--- config.mk ---
export PLATFORM = sky130hd
export DESIGN_NAME = aska_ele_seq
export DESIGN_NICKNAME = d
export VERILOG_FILES = /design/src/rtl/aska_seq_pkg.sv /design/src/rtl/aska_seq_cnt.sv /design/src/rtl/aska_ele_seq.sv
export SDC_FILE = /design/constraint.sdc
export NUM_CORES = 1
export LEC_CHECK = 0
export ABC_AREA = 0
export BUFFER_PORTS_ARGS = -buffer_cell sky130_fd_sc_hd__buf_2
export CORE_ASPECT_RATIO = 2
export CORE_MARGIN = 4
export CORE_UTILIZATION = 40
export DETAILED_ROUTE_END_ITERATION = 6
export GPL_TIMING_DRIVEN = 0
export PLACE_DENSITY = 0.72
export SYNTH_ARGS = -nofsm -noshare
export SYNTH_HDL_FRONTEND = slang
export SYNTH_SLANG_ARGS = --single-unit
--- constraint.sdc ---
create_clock -name clk -period 3.2 [get_ports clk]
set_clock_uncertainty 0.1 [all_clocks]
set_input_delay 0.48 -clock clk [delete_from_list [all_inputs] [get_ports clk]]
set_output_delay 0.48 -clock clk [all_outputs]
set_load 0.005 [all_outputs]
--- src/rtl/aska_seq_pkg.sv ---
// Shared types and configuration field positions for the electrode scan sequencer.
package aska_seq_pkg;

  typedef enum logic [1:0] {
    ST_IDLE    = 2'd0,
    ST_BREAK   = 2'd1,
    ST_SETTLE  = 2'd2,
    ST_MEASURE = 2'd3
  } state_t;

  localparam int C0_RUN        = 0;
  localparam int C0_SINGLE     = 1;
  localparam int C0_LAST_LSB   = 2;
  localparam int C0_LAST_W     = 3;
  localparam int C0_DWELL_LSB  = 8;
  localparam int C0_DWELL_W    = 8;
  localparam int C1_SETTLE_LSB = 0;
  localparam int C1_SETTLE_W   = 8;

  localparam int ENTRY_W     = 8;
  localparam int SEQ_N_STEPS = 8;

endpackage

--- src/rtl/aska_seq_cnt.sv ---
// Loadable down-counter with zero flag; holds at zero rather than wrapping.
module aska_seq_cnt #(
  parameter int W = 8
) (
  input  logic         clk,
  input  logic         reset,
  input  logic         load,
  input  logic [W-1:0] load_val,
  input  logic         dec,
  output logic         zero
);

  logic [W-1:0] cnt_reg;

  always_ff @(posedge clk or posedge reset) begin
    if (reset) begin
      cnt_reg <= '0;
    end else if (load) begin
      cnt_reg <= load_val;
    end else if (dec && (cnt_reg != '0)) begin
      cnt_reg <= cnt_reg - 1'b1;
    end
  end

  assign zero = (cnt_reg == '0);

endmodule

--- src/rtl/aska_ele_seq.sv ---
// Electrode scan sequencer: walks source/sink pairs with break-before-make,
// settle blanking and a measurement window, snapshotting configuration per frame.
module aska_ele_seq
  import aska_seq_pkg::*;
#(
  parameter int M       = 32,
  parameter int SEL_W   = 4,
  parameter int N_STEPS = SEQ_N_STEPS
) (
  input  logic             clk,
  input  logic             reset,
  input  logic [M-1:0]     conf0,
  input  logic [M-1:0]     conf1,
  input  logic [M-1:0]     ele1,
  input  logic [M-1:0]     ele2,
  output logic [SEL_W-1:0] src_sel,
  output logic [SEL_W-1:0] snk_sel,
  output logic             sw_en,
  output logic             meas_valid,
  output logic [2:0]       step_idx,
  output logic             frame_done,
  output logic             busy,
  output logic             err
);

  state_t                 state_reg;
  logic                   run_q_reg;
  logic                   single_reg;
  logic                   err_reg;
  logic [C0_LAST_W-1:0]   last_reg;
  logic [2:0]             step_reg;
  logic [C0_DWELL_W-1:0]  dwell_reg;
  logic [C1_SETTLE_W-1:0] settle_reg;
  logic [SEL_W-1:0]       src_reg;
  logic [SEL_W-1:0]       snk_reg;
  logic [ENTRY_W-1:0]     ent_reg [N_STEPS];
  logic [ENTRY_W-1:0]     in_ent  [N_STEPS];

  logic                   run;
  logic                   single_in;
  logic [C0_LAST_W-1:0]   last_in;
  logic [C0_DWELL_W-1:0]  dwell_in;
  logic [C1_SETTLE_W-1:0] settle_in;
  logic                   unused_bits;

  assign run         = conf0[C0_RUN];
  assign single_in   = conf0[C0_SINGLE];
  assign last_in     = conf0[C0_LAST_LSB +: C0_LAST_W];
  assign dwell_in    = conf0[C0_DWELL_LSB +: C0_DWELL_W];
  assign settle_in   = conf1[C1_SETTLE_LSB +: C1_SETTLE_W];
  assign unused_bits = ^{conf0[M-1:16], conf0[7:5], conf1[M-1:8]};

  genvar gi;
  generate
    for (gi = 0; gi < N_STEPS; gi++) begin : g_ent
      if (gi < 4) begin : g_lo
        assign in_ent[gi] = ele1[ENTRY_W*gi +: ENTRY_W];
      end else begin : g_hi
        assign in_ent[gi] = ele2[ENTRY_W*(gi-4) +: ENTRY_W];
      end
    end
  endgenerate

  logic       pair_bad;
  logic       cnt_zero;
  logic       adv;
  logic       is_last;
  logic       start;
  logic       abort;
  logic       frame_load;
  logic       step_next;
  logic [2:0] next_idx;

  assign pair_bad   = (src_reg == snk_reg);
  assign adv        = ((state_reg == ST_BREAK) && pair_bad) ||
                      ((state_reg == ST_MEASURE) && cnt_zero);
  assign is_last    = (step_reg == last_reg);
  assign start      = run && (!single_in || !run_q_reg);
  assign abort      = (state_reg != ST_IDLE) && !run;
  // A continuous frame rolls straight into the next one, re-snapshotting the config.
  assign frame_load = ((state_reg == ST_IDLE) && start) ||
                      (run && adv && is_last && !single_reg);
  assign step_next  = adv && !is_last;
  assign next_idx   = step_reg + 3'd1;

  logic                   cnt_load;
  logic [C0_DWELL_W-1:0]  cnt_val;

  assign cnt_load = ((state_reg == ST_BREAK) && !pair_bad) ||
                    ((state_reg == ST_SETTLE) && cnt_zero);
  assign cnt_val  = ((state_reg == ST_BREAK) && (settle_reg != 8'd0)) ?
                    (settle_reg - 8'd1) : dwell_reg;

  aska_seq_cnt #(.W(C0_DWELL_W)) u_cnt (
    .clk      (clk),
    .reset    (reset),
    .load     (cnt_load),
    .load_val (cnt_val),
    .dec      (sw_en),
    .zero     (cnt_zero)
  );

  always_ff @(posedge clk or posedge reset) begin
    if (reset) begin
      state_reg  <= ST_IDLE;
      run_q_reg  <= 1'b0;
      single_reg <= 1'b0;
      last_reg   <= '0;
      dwell_reg  <= '0;
      settle_reg <= '0;
      step_reg   <= '0;
      src_reg    <= '0;
      snk_reg    <= '0;
      for (int i = 0; i < N_STEPS; i++) ent_reg[i] <= '0;
    end else begin
      run_q_reg <= run;
      if (abort) begin
        state_reg <= ST_IDLE;
      end else if (frame_load) begin
        state_reg  <= ST_BREAK;
        single_reg <= single_in;
        last_reg   <= last_in;
        dwell_reg  <= dwell_in;
        settle_reg <= settle_in;
        for (int i = 0; i < N_STEPS; i++) ent_reg[i] <= in_ent[i];
        step_reg   <= '0;
        src_reg    <= in_ent[0][ENTRY_W-1 -: SEL_W];
        snk_reg    <= in_ent[0][SEL_W-1:0];
      end else if (step_next) begin
        state_reg <= ST_BREAK;
        step_reg  <= next_idx;
        src_reg   <= ent_reg[next_idx][ENTRY_W-1 -: SEL_W];
        snk_reg   <= ent_reg[next_idx][SEL_W-1:0];
      end else if (adv) begin
        state_reg <= ST_IDLE;
      end else begin
        case (state_reg)
          ST_BREAK:  state_reg <= (settle_reg != 8'd0) ? ST_SETTLE : ST_MEASURE;
          ST_SETTLE: if (cnt_zero) state_reg <= ST_MEASURE;
          default:   ;
        endcase
      end
    end
  end

  always_ff @(posedge clk or posedge reset) begin
    if (reset) begin
      err_reg <= 1'b0;
    end else if (abort) begin
      err_reg <= 1'b0;
    end else if ((state_reg == ST_BREAK) && pair_bad) begin
      err_reg <= 1'b1;
    end
  end

  assign src_sel    = src_reg;
  assign snk_sel    = snk_reg;
  assign sw_en      = (state_reg == ST_SETTLE) || (state_reg == ST_MEASURE);
  assign meas_valid = (state_reg == ST_MEASURE);
  assign step_idx   = step_reg;
  assign frame_done = run && adv && is_last;
  assign busy       = (state_reg != ST_IDLE);
  assign err        = err_reg;

endmodule

# After elaboration in Yosys (flattened, before gate mapping)
# Cells that the tools add are included.
[word_totals]
reg_bits = 107
in_bits = 130
out_inout_bits = 16
elab_cells = 88
[classes]
n_addsub = 3
order_cmp = 1
n_eq_ne = 6
muxes = 21
bitwise_logic = 2
reduce_logical = 36
[ops]
columns = ["op", "count"]
rows = [
  ["$mux W8", 5],
  ["$bmux W8 S3", 1],
  ["$mux W4", 4],
  ["$reduce_bool A8 Y1", 2],
  ["$sub A8 B1 Y8 const B", 2],
  ["$logic_and A1 B1 Y1", 13],
  ["$mux W2", 5],
  ["$logic_not A8 Y1", 1],
  ["$reduce_bool A2 Y1", 4],
  ["$logic_not A1 Y1", 6],
  ["$mux W3", 2],
  ["$ne A6 B6 Y1 const B", 1],
  ["$reduce_and A2 Y1", 3],
  ["$reduce_bool A6 Y1", 1],
  ["$logic_or A1 B1 Y1", 5],
  ["$eq A2 B2 Y1 const B", 2],
  ["$eq A4 B4 Y1", 1],
  ["$ge A4 B4 Y1 const B", 1],
  ["$not A3 Y4", 1],
  ["$pmux W2 S2", 1],
  ["$add A3 B1 Y3 const B", 1],
  ["$eq A3 B3 Y1", 1],
  ["$mux W1", 3],
  ["$eq A2 B1 Y1 const B", 1],
  ["other kinds (2)", 2],
]

# Depth between registers and ports, before layout
[logic_depth]
word_depth = 9
depth_mapped = 10
mapped_depth_nobuf = 7

# By module
# A second synthesis with hierarchy kept.
[unflattened]
cells_unflattened = 383
area_unflattened_um2 = 5256.3
[modules_own_cells]
columns = ["mod", "instances", "cells_per_inst", "area_each_um2"]
rows = [
  ["aska_ele_seq", 1, 330, 4760.8],
  ["aska_seq_cnt", 1, 53, 495.5],
]

# Worst setup path before layout
# Ideal clock, no wire load.
[synth_timing]
path_kind = "register -> register"
startpoint = "register step_reg[1], in the netlist step_idx[1]"
endpoint = "register snk_reg[0], in the netlist snk_sel[0]"
setup_ns = 0.126
arrival_time_ns = 2.240
required_time_ns = 2.974
setup_slack_ns = 0.734
path_stages_with_launch = 8
path_buffers = 2
cell_sequence = "dfrtp_1 ha_1 clkbuf_1 clkbuf_1 mux4_2 mux2_2 a211oi_1 o2bb2ai_1"
[synth_between]
elab_chain_cells = 7
elab_cells_between_ends = 15
[synth_lines]
columns = ["item", "line_no", "text"]
rows = [
  ["start, declared", "aska_ele_seq.sv:31", "logic [2:0] step_reg;"],
  ["start signal, assigned", "aska_ele_seq.sv:131", "step_reg <= next_idx;"],
  ["$add A3 B1 Y3", "aska_ele_seq.sv:84", "assign next_idx = step_reg + 3'd1;"],
  ["$not A3 Y4 (not written as such)", "aska_ele_seq.sv:133", "snk_reg <= ent_reg[next_idx][SEL_W-1:0];"],
  ["$bmux W8 S3", "aska_ele_seq.sv:133", ""],
  ["$mux W8 (not written as such) (2 in series)", "aska_ele_seq.sv:133", ""],
  ["$mux W4", "aska_ele_seq.sv:129", "end else if (step_next) begin"],
  ["$mux W4", "aska_ele_seq.sv:119", "end else if (frame_load) begin"],
  ["end signal, assigned", "aska_ele_seq.sv:128", "snk_reg <= in_ent[0][SEL_W-1:0];"],
  ["end signal, assigned", "aska_ele_seq.sv:133", ""],
  ["end, declared", "aska_ele_seq.sv:35", "logic [SEL_W-1:0] snk_reg;"],
]
# Parallel ways exist; a longest one is shown, timed or not. The select of a mux whose other input is x is not followed.
# A chain may end at the register's enable or synchronous reset.

# Worst setup path in the final report
[layout_timing]
startpoint = "register step_reg[1], in the netlist step_idx[1]"
endpoint = "register snk_reg[1], in the netlist snk_sel[1]"
# Same word-level chain as after synthesis.

==> run_results.csv <==
group,metric,value,unit
synthesis,ys_ff_latch,107,
synthesis,synth_fp_nets,532,
setup_path,cp.required,3320,ps
global_route,grt_pass1_wl,22000,microns
setup_path,crit_arrival,3130,ps
route,drtIter0Drc,167,
setup_path,cpLargestDelayFamily,"buffers and inverters",
synthesis,synth_most_common_cell,"dfrtp_1",
final_layout,final_cells,669,
status,status,"completed",
synthesis,synthesis.area,0.00542,sq mm
setup_path,start_kind,"flop",
route,drc_errors,0,
synthesis,synth_cell_type_count,46,
timing,rsz0062_at_grt,"false",
timing,max_clock_freq,333,MHz
final_layout,drive_gt1_share,47.6,%
synthesis,ys_seq_area_share,49.4,%
synthesis,synth_mux_area_share,27.7,%
run,drv_cap,0,
setup_path,path_buf_inv,2,
timing,maxSlewHeadroom,23.2,%
global_route,antenna_found_initial,1,
synthesis,async_flop_share,100,%
die,die_h,173,microns
power,p_per_area,1010,mW/mm^2
die,core_area,0.0134,sq mm
timing,fin_crit,3010,ps
clocking,holdBufCountCts,0,
synthesis,ys_top_cells_by_area,"dfrtp_1 (49%), mux2_2 (14%), mux4_2 (6.6%)",
global_route,grt_overflow,0,
die,die_area,0.0156,sq mm
timing,finalSetupTns,0,ps
route,routedWlPerCell,20.6,microns
setup_path,endpoint_kind,"flop",
power,leakage,2.84,nW
timing,min_period_over_period,94.0,%
synthesis,synth-compound-area-share,7.66,%
setup_path,critical_path.max_fanout,10,
clocking,clk_latency,350,ps
setup_path,critical_path_class,"reg -> reg",
global_route,grt_pass1_vias,4137,
synthesis,synthSimpleGateAreaFrac,5.65,%
route,routed_wl,13800,microns
place,dp.cells,652,
clocking,clock_sinks,107,
synthesis,yosysWarnings,0,
final_layout,nets,647,
route,first_pass_iters,4,
setup_path,critPathMaxStageDelay,550,ps
place,hpwl,11000,microns
timing,finalMaxSlewViolations,0,
final_layout,fill_cells,1205,
clocking,cts_root_buf,"clkbuf_16",
global_route,grt_use_total,18.2,%
synthesis,synthAdderAreaFrac,2.08,%
die,start_util,40.6,%
die,chipWidth,90.3,microns
die,core.rowCount,60,
die,pin_count,146,
synthesis,yosys_most_used_dff,"dfrtp_1",
power,irDropWorstVdd,0.000463,V
global_route,grt_max_degree,44,
timing,hold_violations,0,
route,ant_nets,0,
synthesis,synth-edff-count,0,
timing,tightest_slew,1150,ps
timing,setup_viol,0,
place,gp_congestion,0.879,
route,via_per_inst,5.46,
place,port_buffers,102,
clocking,cts_tree,"yes",
final_layout,largest_reg_flops,64,
synthesis,yosysTopAreaCellShare,49.4,%
clocking,cts_buffers,9,
setup_path,crit_path_top_delay_cell,"clkbuf_1",
clocking,clkSlewWorstSetupHoldPaths,70,ps
setup_path,worstPathCellList,"ha_1, clkbuf_1, clkbuf_2, mux4_2, mux2_2, a211oi_1, o2bb2ai_1",
final_layout,syn_to_final_growth,19.4,%
synthesis,synth_area_per_cell,13.8,sq um
synthesis,yosys.area.top_type,"dfrtp_1",
route,via_count,3656,
synthesis,yosys.area_share.xor_xnor,3.53,%
synthesis,synth_top_family_by_area,"multiplexers",
synthesis,syn_inst,393,
synthesis,synthTopCellsByCount,"dfrtp_1 (107), mux2_2 (65), nor2_1 (21)",
clocking,htree_num_levels,3,
clocking,cts_max_path_buffers,2,
min_path,hold_path.class,"in -> async",
-- cell type report --
cell class                      instances  area [sq um]  share of cell area [%]
Antenna cell                            1          2.50                  0.0387
Buffer                                 18           166                    2.57
Clock buffer                            9           225                    3.48
Clock inverter                          7          58.8                   0.909
Inverter                               14          56.3                   0.870
Multi-Input combinational cell        254          2540                    39.3
Sequential cell                       107          2680                    41.4
Tap cell                              155           194                    3.00
Timing Repair Buffer                  104           551                    8.51
-- where the power goes --
group,leakage [nW],switching [mW],internal [mW]
Sequential,1.28,0.512,2.03
Clock,0.139,0.538,0.544
Combinational,1.43,1.31,1.62
Total,2.84,2.36,4.20
-- cell usage in the layout (no fill, tap or decap), drive strengths merged, types with 5 or more instances in the layout --
cell type | netlist | layout
buf | 13 | 117
dfrtp | 107 | 107
mux2 | 92 | 92
nor2 | 21 | 21
inv | 14 | 18
mux4 | 16 | 16
clkbuf | 5 | 14
xnor2 | 12 | 12
o211ai | 12 | 12
a211oi | 9 | 9
a21oi | 9 | 9
ha | 9 | 9
xor2 | 9 | 9
nand2 | 8 | 8
o2bb2ai | 8 | 8
nand3 | 6 | 6
o21ai | 5 | 5
-- through the flow --
stage	worst slack (ps)	util [%]	hold WS, ps	instance area (sq um)	power, mW
after floorplan	734	-	352	5430	4.66
after global placement	131	45.9	363	6130	5.33
after detailed placement	4.68	46.2	379	6170	5.50
after CTS	56.4	48.3	195	6460	6.60
after global routing	60.6	48.4	214	6470	7.00
final	193	48.4	170	6470	6.55
-- worst register-to-register path, cell delays in order, from the launching register on --
cell and delay, ps:
dfrtp_1 430, ha_1 290, clkbuf_1 550, clkbuf_2 440, mux4_2 380, mux2_2 290
a211oi_1 290, o2bb2ai_1 120
-- path summary, 6_finish.rpt --
kind	endpoint	start	slack (ps)	cells past startpoint
max	snk_sel[1]	step_idx[1]	190	7
min	err	reset	170	2
max reg2reg	snk_sel[1]	step_idx[1]	190	7
min reg2reg	ent_reg[50]	ent_reg[50]	390	1
max in group asynchronous	ent_reg[33]	reset	2160	3
min in group clk	run_q_reg	conf0[0]	210	1
-- per-layer routing --
metal  share of wire [%]  wire length [microns]  up-vias  global-route usage, %
li1                    -                      -     1676                      -
met1                  36                   4930     1838                   18.5
met2                  57                   7890      114                   35.2
met3                 3.8                    525       28                   3.57
met4                 3.3                    459        0                   7.61
met5                   0                      0        -                      0
-- what timing repair did --
item,CTS,global route
setup endpoints to repair,2,1
setup buffers,0,0
resized for setup,2,2
-- kinds of logic (layout without fill, tap and decap cells) --
group,after synthesis,in the layout
compound gates,55,55
mux,111,111
xor+xnor,21,21
flops,107,107
other cells,0,1
buf+inv,32,152
fa+ha+maj,9,9
simple gates,58,58
Power figures use the tool's default switching activity.
